==> src/rtl/approx_add_pipe.sv <==
// Pipelined approximate unsigned adder.
// The low APPROX_LSB bits are ORed (approx beats) or truly added (exact beats).
// The upper carry chain is cut into STAGES registered segments, and the
// operands travel down the pipe alongside the partial sum.
// A single global stall (adv) freezes every stage when the output is blocked.
module approx_add_pipe #(
  parameter int WIDTH      = 8,
  parameter int APPROX_LSB = 1,
  parameter int STAGES     = 2,
  parameter int CNT_W      = 16
) (
  input  logic             clk,
  input  logic             rst_n,
  input  logic             in_valid,
  output logic             in_ready,
  input  logic [WIDTH-1:0] in_a,
  input  logic [WIDTH-1:0] in_b,
  input  logic             in_exact,
  output logic             out_valid,
  input  logic             out_ready,
  output logic [WIDTH:0]   out_sum,
  output logic [CNT_W-1:0] err_cnt,
  input  logic             cnt_clr
);

  localparam int K = APPROX_LSB;
  localparam int U = WIDTH - K;
  localparam int S = (U + STAGES - 1) / STAGES;

  // Per-stage pipeline registers (index = stage) and their next values.
  logic             v_q [STAGES];
  logic [WIDTH-1:0] a_q [STAGES];
  logic [WIDTH-1:0] b_q [STAGES];
  logic             x_q [STAGES];
  logic [WIDTH:0]   s_q [STAGES];
  logic             c_q [STAGES];

  logic             v_d [STAGES];
  logic [WIDTH-1:0] a_d [STAGES];
  logic [WIDTH-1:0] b_d [STAGES];
  logic             x_d [STAGES];
  logic [WIDTH:0]   s_d [STAGES];
  logic             c_d [STAGES];

  logic             adv;
  logic             accept;
  logic             err_ev;
  logic [CNT_W-1:0] err_q;

  assign out_valid = v_q[STAGES-1];
  assign out_sum   = s_q[STAGES-1];
  assign adv       = !out_valid || out_ready;
  assign in_ready  = adv;
  assign accept    = in_valid && adv;
  assign err_cnt   = err_q;

  // Error event: an approx beat whose low parts overlap loses at least one carry.
  always_comb begin
    logic ov;
    ov = 1'b0;
    for (int j = 0; j < K; j++) begin
      ov = ov | (in_a[j] & in_b[j]);
    end
    err_ev = ov && !in_exact;
  end

  // Next-state of every stage: stage 0 resolves the low part, each stage adds its segment.
  always_comb begin
    logic [WIDTH-1:0] a;
    logic [WIDTH-1:0] b;
    logic             x;
    logic             c;
    logic [WIDTH:0]   s;
    logic [1:0]       t;
    int               lo;
    int               hi;
    for (int g = 0; g < STAGES; g++) begin
      lo = (g * S < U) ? g * S : U;
      hi = (g == STAGES - 1) ? U : (((g + 1) * S < U) ? (g + 1) * S : U);
      t  = 2'b00;
      if (g == 0) begin
        a = in_a;
        b = in_b;
        x = in_exact;
        c = 1'b0;
        s = '0;
        for (int j = 0; j < K; j++) begin
          if (x) begin
            t    = {1'b0, a[j]} + {1'b0, b[j]} + {1'b0, c};
            s[j] = t[0];
            c    = t[1];
          end else begin
            s[j] = a[j] | b[j];
          end
        end
        v_d[g] = in_valid;
      end else begin
        a      = a_q[g-1];
        b      = b_q[g-1];
        x      = x_q[g-1];
        c      = c_q[g-1];
        s      = s_q[g-1];
        v_d[g] = v_q[g-1];
      end
      for (int j = 0; j < U; j++) begin
        if (j >= lo && j < hi) begin
          t        = {1'b0, a[K+j]} + {1'b0, b[K+j]} + {1'b0, c};
          s[K+j]   = t[0];
          c        = t[1];
        end
      end
      if (g == STAGES - 1) begin
        s[WIDTH] = c;
      end
      a_d[g] = a;
      b_d[g] = b;
      x_d[g] = x;
      s_d[g] = s;
      c_d[g] = c;
    end
  end

  // Pipeline advance under global stall, plus the saturating error counter.
  always_ff @(posedge clk) begin
    if (!rst_n) begin
      for (int g = 0; g < STAGES; g++) begin
        v_q[g] <= 1'b0;
        a_q[g] <= '0;
        b_q[g] <= '0;
        x_q[g] <= 1'b0;
        s_q[g] <= '0;
        c_q[g] <= 1'b0;
      end
      err_q <= '0;
    end else begin
      if (adv) begin
        for (int g = 0; g < STAGES; g++) begin
          v_q[g] <= v_d[g];
          a_q[g] <= a_d[g];
          b_q[g] <= b_d[g];
          x_q[g] <= x_d[g];
          s_q[g] <= s_d[g];
          c_q[g] <= c_d[g];
        end
      end
      if (cnt_clr) begin
        err_q <= '0;
      end else if (accept && err_ev && (err_q != {CNT_W{1'b1}})) begin
        err_q <= err_q + CNT_W'(1);
      end
    end
  end

endmodule

==> config.mk <==
export PLATFORM = sky130hd
export DESIGN_NAME = approx_add_pipe
export DESIGN_NICKNAME = d
export VERILOG_FILES = /design/src/rtl/approx_add_pipe.sv
export SDC_FILE = /design/constraint.sdc
export NUM_CORES = 1
export LEC_CHECK = 0
export ABC_CLOCK_PERIOD_IN_PS = 2980
export BUFFER_PORTS_ARGS = -buffer_cell sky130_fd_sc_hd__clkbuf_2
export CAP_MARGIN = 10
export CELL_PAD_IN_SITES_DETAIL_PLACEMENT = 0
export CELL_PAD_IN_SITES_GLOBAL_PLACEMENT = 1
export CORE_UTILIZATION = 40
export CTS_CLUSTER_DIAMETER = 40
export DETAILED_ROUTE_END_ITERATION = 6
export GPL_TIMING_DRIVEN = 0
export PLACE_DENSITY = 0.82
export SLEW_MARGIN = 40
export SYNTH_ARGS = -nofsm -noshare
export SYNTH_HDL_FRONTEND = slang
export SYNTH_SLANG_ARGS = --single-unit
==> constraint.sdc <==
create_clock -name clk -period 2.98 [get_ports clk]
set_input_delay 0.596 -clock clk [delete_from_list [all_inputs] [get_ports clk]]
set_output_delay 0.596 -clock clk [all_outputs]
set_load 0.005 [all_outputs]
==> flow_summary.json <==
{
  "period_minus_slack_ps": 2411,
  "power_leakage_uw": 0.001013,
  "rsz0062_at_grt": "false",
  "hp-class": "reg2reg",
  "avgSynthCellArea_sq_um": 10.61,
  "max_slew_margin_pct": 51.77,
  "slew_viol_final": 0,
  "peakVddDrop_mv": 0.1978,
  "finalNonFillerCells": 287,
  "grtUsageTotal_pct": 16.75,
  "nets": 266,
  "finalHoldViolations": 0,
  "seq_area_frac_synth_pct": 53.23,
  "ant_nets": 0,
  "place.gp.congestion": 0.7639,
  "grt_overflow": 0,
  "grt_pass1_wl_um": 6313,
  "p_per_area_nw_per_um2": 495.4,
  "cts_resized": 0,
  "ys_ff_latch": 39,
  "startpoint": "in_a[0]",
  "max_slew.worst_pin.slew_ps": 716.9,
  "endpoint_kind": "register",
  "cts_setup_buffers": 0,
  "crit_fanout": 2,
  "dp_hpwl_um": 2812,
  "grt_max_degree": 24,
  "skew_ps": 11.73,
  "area_delta_synth_final_pct": 21.87,
  "wl_um": 3882,
  "layout-drive-gt1-share_pct": 25.53,
  "core_area_sq_um": 4444,
  "num_antenna_cells": 0,
  "syn_inst": 179,
  "tns_ps": 0,
  "path_clk_slew_ps": 70,
  "clockBufferDepth": 2,
  "synthesis.area_sq_um": 1899,
  "async_flop_share_pct": 0,
  "seq_area_sq_um": 1011,
  "firstDrtPassIters": 6,
  "synth-edff-count": 23,
  "die_area_sq_um": 5028,
  "cp-start-kind": "primary input",
  "yosys-top-cells-area": "edfxtp_1 36%, dfxtp_1 17%, fa_1 7.4%",
  "cts_sinks": 39,
  "synth_fp_nets": 211,
  "hold_start": "err_cnt[5]",
  "setup_violations": 0,
  "cts_tree": "built",
  "grt_pass1_vias": 1315,
  "viasPerCell": 5.105,
  "chipHeight_um": 70.91,
  "drv_cap": 0,
  "max_freq_mhz": 414.7,
  "crit-reg2reg-launch": "v_q[0][1]",
  "synth.distinct_cells": 34,
  "htree_levels": 2,
  "post-route-period-util_pct": 80.92,
  "multi_input_area_sq_um": 804.5,
  "antenna_found_initial": 0,
  "cts.root.buffer_cell": "clkbuf_8",
  "dp.cells": 279,
  "synth.top_cell.area_share_pct": 36.36,
  "ys_dominant_reg_cell": "edfxtp_1",
  "drc": 0,
  "crit_arrival_ps": 2550,
  "wl_per_cell_um": 13.53,
  "cts_hold_buf": 0,
  "vias": 1465,
  "yosysTopAreaCell": "edfxtp_1",
  "status": "completed",
  "crit_type": "in2reg",
  "placement.io_buffers": 48,
  "clk_latency_ps": 300,
  "die_w_um": 70.91,
  "start_util_pct": 42.74,
  "ys_warn_count": 0,
  "numCtsBuffers": 5,
  "fillers": 428,
  "drt_iter0_markers": 72,
  "io_pins": 49,
  "cp_data_required_time_ps": 3120,
  "std_cell_rows": 24
}
[synth_stat cells (2+ instances only)]
| cell type | count |
|---|---|
| xor2_1 | 2 |
| o21ai_0 | 3 |
| and3_1 | 17 |
| inv_1 | 17 |
| edfxtp_1 | 23 |
| mux2i_1 | 2 |
| a31oi_1 | 2 |
| clkbuf_1 | 6 |
| fa_1 | 7 |
| nand4_1 | 4 |
| ha_1 | 3 |
| nor3_1 | 6 |
| dfxtp_1 | 16 |
| nor2_1 | 22 |
| nand2b_1 | 2 |
| nand2_1 | 14 |
| xnor2_1 | 6 |
| a21oi_1 | 4 |
| nand3_1 | 5 |
| nor4b_1 | 4 |
[final timing paths]
| path | cells after the start | endpoint | slack (ps) |
|---|---|---|---|
| max reg2reg | 5 | err_cnt[11] | 920 |
| min | 1 | err_cnt[5] | 520 |
| max | 10 | s_q[0][4] | 570 |
| min reg2reg | 1 | err_cnt[5] | 520 |
[flip-flops by register name (all words and copies together), names as in the netlist]
register  count
err_cnt      16
s_q          14
a_q           3
b_q           3
v_q           2
c_q           1
[worst max-delay path: stages]
cell	delay (ps)
clkbuf_2	90
ha_1	210
nand2_1	80
fa_1	160
inv_1	50
fa_1	380
fa_1	370
inv_1	70
fa_1	420
nor2_1	120
[layout make-up]
cell class / count / share of cell area, %
inverter: 17 / 2.757
buffer: 6 / 0.9730
clock inverter: 3 / 1.676
clock buffer: 5 / 2.973
multi-input combinational: 117 / 34.76
tap: 52 / 2.811
sequential: 39 / 43.68
timing repair buffer: 48 / 10.38
[layout by cell type, fill, tap and decap left out, types with 2 or more instances in the layout]
| cell type | Yosys | routed |
|---|---|---|
| o21ai_0 | 3 | 3 |
| nor4b_1 | 4 | 4 |
| nand2_1 | 14 | 13 |
| fa_1 | 7 | 7 |
| a31oi_1 | 2 | 2 |
| xnor2_1 | 6 | 6 |
| and3_1 | 17 | 17 |
| xor2_1 | 2 | 2 |
| nand2b_1 | 2 | 2 |
| nor3_1 | 6 | 6 |
| edfxtp_1 | 23 | 23 |
| inv_1 | 17 | 17 |
| dfxtp_1 | 16 | 16 |
| clkbuf_2 | 0 | 48 |
| clkbuf_1 | 6 | 6 |
| a21oi_1 | 4 | 4 |
| mux2i_1 | 2 | 2 |
| ha_1 | 3 | 3 |
| clkbuf_8 | 0 | 5 |
| nand4_1 | 4 | 4 |
| nor2_1 | 22 | 22 |
| nand3_1 | 5 | 5 |
[power by group]
part | leakage [uW] | switching [uW] | internal [uW]
combinational | 0.000561 | 53.5 | 45.9
sequential | 0.000397 | 9.04 | 606
clock | 0.0000556 | 187 | 245
total | 0.00101 | 250 | 897
[through the flow]
step	utilization [%]	hold WS (ps)	worst slack [ps]	instance area [sq um]	power (uW)
2_1_floorplan	-	471.4	515.7	1899	678.8
3_3_place_gp	49.61	500.5	280.5	2205	723.2
3_5_place_dp	49.66	491.3	264.1	2207	729.5
4_1_cts	52.08	521.6	567.7	2315	1157
5_1_grt	52.08	542.7	470.4	2315	1193
6_report	52.08	519.8	568.6	2315	1147
[layer usage]
| layer | vias up | track usage (%) | share of wire [%] | routed length (um) |
|---|---|---|---|---|
| li1 | 729 | - | - | - |
| met1 | 689 | 22.71 | 46 | 1793 |
| met2 | 40 | 25.53 | 47 | 1825 |
| met3 | 7 | 3.846 | 4.9 | 190 |
| met4 | 0 | 8.000 | 1.9 | 72 |
| met5 | - | 0 | 0 | 0 |
[logic make-up (layout without fill, tap and decap cells)]
logic type | count (synthesis) | after routing | synth area share, %
AO/OA/AOI/OAI | 12 | 12 | 3.821
XOR/XNOR | 8 | 8 | 3.689
adder cells (fa/ha/maj) | 10 | 10 | 9.354
buffers and inverters | 23 | 79 | 4.545
flip-flops | 39 | 39 | 53.23
multiplexers | 2 | 2 | 1.054
AND/OR/NAND/NOR | 85 | 85 | 24.31
(Power assumes the default switching activity.)
